## src/rtl/tq_pkg.sv

```systemverilog
// tq_pkg: shared size/state encodings and helpers for the TQ pipeline.
package tq_pkg;
  typedef enum logic [1:0] {TQ_SIZE_4, TQ_SIZE_8, TQ_SIZE_16, TQ_SIZE_32} tq_size_e;
  typedef enum logic [1:0] {ST_IDLE, ST_PASS0, ST_PASS1, ST_DRAIN} tq_state_e;
  function automatic logic [5:0] rows_of_size(input logic [1:0] size);
    return 6'd4 << size;
  endfunction
endpackage

```

## src/rtl/tq_align_dly.sv

```systemverilog
// tq_align_dly: stall-able DEPTH-stage shift register with async active-low clear.
module tq_align_dly #(
  parameter int W     = 1,
  parameter int DEPTH = 2
) (
  input  logic         clk,
  input  logic         rst_n,
  input  logic         en,
  input  logic [W-1:0] d,
  output logic [W-1:0] q
);
  logic [DEPTH*W-1:0] sr_q, sr_d;
  always_comb begin
    sr_d = en ? (DEPTH*W)'({sr_q, d}) : sr_q;
  end
  always_ff @(posedge clk or negedge rst_n) begin
    if (!rst_n) sr_q <= '0;
    else        sr_q <= sr_d;
  end
  assign q = sr_q[DEPTH*W-1 -: W];
endmodule

```

## src/rtl/tq_premuat_sched.sv

```systemverilog
// tq_premuat_sched: sequences row/column passes for the premuat stages and
// issues permutation enables aligned to the datapath register stages.
module tq_premuat_sched
  import tq_pkg::*;
#(
  parameter int PIPE_DEPTH = 2,
  parameter int ROW_W      = 5
) (
  input  logic             clk,
  input  logic             rst_n,
  input  logic             i_start,
  input  logic [1:0]       i_size,
  input  logic             i_inverse,
  input  logic             i_ready,
  output logic             o_busy,
  output logic             o_issue_valid,
  output logic [ROW_W-1:0] o_row,
  output logic             o_pass,
  output logic             o_dly_valid,
  output logic             o_en_8,
  output logic             o_en_16,
  output logic             o_en_32,
  output logic             o_inverse,
  output logic             o_done
);
  tq_state_e        state_q, state_d;
  tq_size_e         size_q, size_d;
  logic [ROW_W-1:0] cnt_q, cnt_d;
  logic [2:0]       dcnt_q, dcnt_d;
  logic             inv_q, inv_d, done_q, done_d;
  logic             last_row;
  logic [4:0]       dly_in, dly_out;

  assign last_row = cnt_q == ROW_W'(rows_of_size(size_q) - 6'd1);

  always_comb begin
    state_d = state_q;
    size_d  = size_q;
    cnt_d   = cnt_q;
    dcnt_d  = dcnt_q;
    inv_d   = inv_q;
    done_d  = 1'b0;
    case (state_q)
      ST_IDLE: if (i_start) begin
        state_d = ST_PASS0;
        size_d  = tq_size_e'(i_size);
        inv_d   = i_inverse;
        cnt_d   = '0;
      end
      ST_PASS0, ST_PASS1: if (i_ready) begin
        cnt_d = last_row ? '0 : cnt_q + 1'b1;
        if (last_row) begin
          state_d = (state_q == ST_PASS0) ? ST_PASS1 : ST_DRAIN;
          dcnt_d  = '0;
        end
      end
      ST_DRAIN: if (i_ready) begin
        // Leaving here lands in IDLE with done raised, so busy is already low.
        if (dcnt_q == 3'(PIPE_DEPTH - 1)) begin
          state_d = ST_IDLE;
          done_d  = 1'b1;
        end else begin
          dcnt_d = dcnt_q + 1'b1;
        end
      end
      default: state_d = ST_IDLE;
    endcase
  end

  always_ff @(posedge clk or negedge rst_n) begin
    if (!rst_n) begin
      state_q <= ST_IDLE;
      size_q  <= TQ_SIZE_4;
      cnt_q   <= '0;
      dcnt_q  <= '0;
      inv_q   <= 1'b0;
      done_q  <= 1'b0;
    end else begin
      state_q <= state_d;
      size_q  <= size_d;
      cnt_q   <= cnt_d;
      dcnt_q  <= dcnt_d;
      inv_q   <= inv_d;
      done_q  <= done_d;
    end
  end

  assign o_busy        = state_q != ST_IDLE;
  assign o_issue_valid = state_q == ST_PASS0 || state_q == ST_PASS1;
  assign o_row         = cnt_q;
  assign o_pass        = state_q == ST_PASS1;
  assign o_done        = done_q;

  assign dly_in = {o_issue_valid,
                   o_issue_valid & (size_q != TQ_SIZE_4),
                   o_issue_valid & (size_q == TQ_SIZE_16 || size_q == TQ_SIZE_32),
                   o_issue_valid & (size_q == TQ_SIZE_32),
                   o_issue_valid & inv_q};

  tq_align_dly #(.W(5), .DEPTH(PIPE_DEPTH)) u_dly (
    .clk   (clk),
    .rst_n (rst_n),
    .en    (i_ready),
    .d     (dly_in),
    .q     (dly_out)
  );

  assign {o_dly_valid, o_en_8, o_en_16, o_en_32, o_inverse} = dly_out;
endmodule

```

## config.mk

```make
export PLATFORM = sky130hd
export DESIGN_NAME = tq_premuat_sched
export DESIGN_NICKNAME = d
export VERILOG_FILES = /design/src/rtl/tq_pkg.sv /design/src/rtl/tq_align_dly.sv /design/src/rtl/tq_premuat_sched.sv
export SDC_FILE = /design/constraint.sdc
export NUM_CORES = 1
export LEC_CHECK = 0
export ABC_AREA = 1
export BUFFER_PORTS_ARGS = -buffer_cell sky130_fd_sc_hd__buf_4
export CAP_MARGIN = 20
export CELL_PAD_IN_SITES_DETAIL_PLACEMENT = 0
export CELL_PAD_IN_SITES_GLOBAL_PLACEMENT = 2
export CORE_ASPECT_RATIO = 0.9
export CORE_UTILIZATION = 35
export DETAILED_ROUTE_END_ITERATION = 6
export PLACE_DENSITY_LB_ADDON = 0.1
export SLEW_MARGIN = 5
export SYNTH_ARGS = -nofsm -noshare
export SYNTH_HDL_FRONTEND = slang
export SYNTH_SLANG_ARGS = --single-unit
```

## constraint.sdc

```tcl
create_clock -name clk -period 4.41 [get_ports clk]
set_input_delay 0.2205 -clock clk [delete_from_list [all_inputs] [get_ports clk]]
set_output_delay 0.2205 -clock clk [all_outputs]
set_load 0.02 [all_outputs]
```

==> results.tsv <==
stage	metric	value	unit
outcome	outcome	completed	
timing	clock.fmax	0.5522	GHz
yosys	async_flop_share	100.0	%
yosys	synthCells	147	
yosys	synth-xor-area-share	2.059	%
yosys	synth_edf_count	0	
timing	rsz0062_at_grt	no	
drt	wl_per_cell	11.97	um
cts	cts_resized	0	
global_routing	grt_pass1_wl	4.498	mm
critical_path	crit_path_end_kind	flip-flop	
cts	clk_path_buf_depth	2	
timing	period_minus_slack	1.811	ns
yosys	yosysMostFrequentCell	nand2_1	
timing	hold_violations	0	
yosys	syn_area	1276	sq um
yosys	synth_flop_cell	dfrtp_1	
yosys	synth_top_family_by_area	simple AND/OR/NAND/NOR gates	
finish	insertedDiodeCount	0	
timing	tns	0	ns
cts	cts_root_buffer	clkbuf_8	
drt	totalWireLength	2.549	mm
drt	dr.pass1.iters	4	
yosys	synth_area_leaders	dfrtp_1, nand2_1, ha_1, inv_1, o21ai_0	
global_routing	antenna_found_initial	0	
yosys	ys_seq_area_share	47.06	%
pwr	p_per_area	725.7	nW/um^2
critical_path	worstPathArrival	1.97	ns
cts	clk_latency	0.27	ns
global_routing	grt_pass1_vias	1020	
cts	cts_setup_buffers	0	
critical_path	critPathKind	reg -> reg	
critical_path	crit_path_max_incr_delay	0.51	ns
critical_path	cp_max_fo	8	
yosys	yosysTopAreaCell	dfrtp_1	
cts	clock-sinks	24	
critical_path	regToRegSetupSlack	2.60	ns
critical_path	cpMostUsedCell	nand2_1	
die	core	3428	sq um
drt	drtIter0Drc	40	
yosys	synthAdderAreaFrac	6.863	%
yosys	syn_avg_cell_area	8.682	sq um
die	dieWidth	65.65	um
yosys	synth_top_cells_by_count	nand2_1, dfrtp_1, inv_1	
timing	max-slew-margin-rel	75.47	%
timing	setup_viol	0	
die	dieArea	3892	sq um
finish	fill_cells	354	
pwr	leakage	0.0007804	uW
finish	instances_no_fill	213	
placement	gp_congestion	0.7490	
critical_path	required	4.57	ns
die	rows	20	
cts	cts.clk_slew.worst_paths	0.09	ns
timing	finalCritPeriodShare	41.07	%
yosys	synth_simple_gate_area_share	25.29	%
yosys	ys_ff_latch	24	
finish	drive_gt1_share	25.44	%
cts	numCtsBuffers	3	
min_path	hold_class	in -> reg	
global_routing	grtUsageTotal	15.34	%
finish	layout.nets	184	
critical_path	cp-start-kind	flip-flop	
die	die_h	59.29	um
run	maxCapViolations	0	
global_routing	overflow	0	
yosys	synth.mux.area_fraction	0	%
drt	final_antenna_net_count	0	
drt	drt_drc_violations_left	0	
placement	portBuffers	20	
placement	dp_hpwl	1.923	mm
critical_path	crit_chain	inv_1, ha_1, inv_1, nand2_2, nand2_1, a31oi_4, nand2_2, nand2_1, nand2_1	
critical_path	slowest_stage	ha_1	
global_routing	grt_max_degree	25	
yosys	yosys_warnings	0	
pwr	vdd_ir_drop_max	0.0004708	V
cts	cts.htree.levels	1	
cts	hold_buffers	1	
placement	placed_cells	208	
drt	vias	1012	
die	start_util	37.23	%
timing	max_slew.worst_pin.slew	0.3680	ns
drt	vias_per_cell	4.751	
finish	syn_to_final_growth	20.59	%
die	ios	21	
yosys	synth_compound_area_share	10.49	%
yosys	syn-num-nets	161	
yosys	synth_cell_types	27	
timing	skew	0.003995	ns
yosys	synth_top_area_share	47.06	%
cts	cts_tree	done	
timing	finalMaxSlewViolations	0	
[metrics by stage]
step / area [sq um] / worst slack (ns) / total power [uW] / utilization [%] / hold slack, ns
after global routing: 1539 / 2.389 / 1217 / 44.89 / 0.1975
after CTS: 1539 / 2.579 / 1136 / 44.89 / 0.1981
after global placement: 1458 / 2.696 / 922.3 / 42.52 / 0.1386
after floorplan: 1276 / 2.757 / 782.3 / - / -0.07509
final: 1539 / 2.599 / 1117 / 44.89 / 0.2003
after detailed placement: 1458 / 2.614 / 931.9 / 42.52 / 0.1425
[registers in the layout, indices dropped and copies added (netlist names)]
signal	flops
o_done	1
inv_q	1
u_dly.sr_q	10
dcnt_q	3
state_q	2
o_row	5
size_q	2
[power by group]
part | internal [uW] | total [uW] | leakage, uW | switching [uW]
Sequential | 298 | 353 | 0.000307 | 55.0
Combinational | 204 | 571 | 0.000437 | 367
Clock | 121 | 193 | 0.0000357 | 71.7
[routing by layer]
metal	global-route usage (%)	wire length [um]	vias to the layer above
li1	-	-	508
met1	19.64	1209	475
met2	24.34	1185	25
met3	4.615	122	4
met4	5.901	31	0
met5	0	0	-
[placed cells by master (no fill, tap or decap)]
cell type / netlist / final
a21oi_1: 5 / 5
a21oi_2: 1 / 1
a31oi_4: 1 / 1
and3_1: 1 / 1
buf_4: 1 / 20
bufinv_16: 0 / 1
clkbuf_8: 0 / 3
dfrtp_1: 24 / 24
dlygate4sd3_1: 0 / 1
ha_1: 7 / 7
inv_1: 17 / 17
inv_2: 3 / 3
inv_4: 1 / 1
nand2_1: 34 / 34
nand2_2: 5 / 5
nand2_4: 3 / 3
nand3_1: 8 / 8
nand3_2: 1 / 1
nand4_1: 1 / 1
nor2_1: 11 / 11
nor2_2: 2 / 2
nor3_1: 1 / 1
o21ai_0: 9 / 9
o21ai_2: 1 / 1
o22ai_1: 4 / 4
or2_4: 1 / 1
xnor2_1: 1 / 1
xor2_1: 2 / 2
[cells by family after synthesis]
family / count (synthesis)
buffers and inverters: 24
AO/OA/AOI/OAI: 21
adder cells (fa/ha/maj): 7
AND/OR/NAND/NOR: 68
flip-flops: 24
XOR/XNOR: 3
[final timing paths]
kind                                    start       endpoint  cells past startpoint
max in group asynchronous               rst_n      dcnt_q[0]                      2
worst max register to register     state_q[1]      dcnt_q[2]                      9
worst min register to register  u_dly.sr_q[6]  u_dly.sr_q[6]                      2
min in group asynchronous               rst_n  u_dly.sr_q[6]                      2
worst max-delay path               state_q[1]      dcnt_q[2]                      9
worst min-delay path                i_size[0]      size_q[0]                      3
[cell type report]
cell class	count	area [sq um]	area share, %
tap	44	55.05	3.577
multi-input combinational	99	570.5	37.07
sequential	24	600.6	39.02
inverter	21	81.33	5.285
timing repair buffer	21	160.2	10.41
clock buffer	3	41.29	2.683
clock inverter	1	30.03	1.951
[worst max-delay path, delay by kind of cell (launching register included)]
family                     cells  cell delay (ns)
DFF                            1             0.40
AOI/OAI and AO/OA              1             0.20
buffers and inverters          2             0.21
and+or+nand+nor                5             0.40
adders and majority gates      1             0.51
No activity file was read; power rests on OpenSTA's default activity.
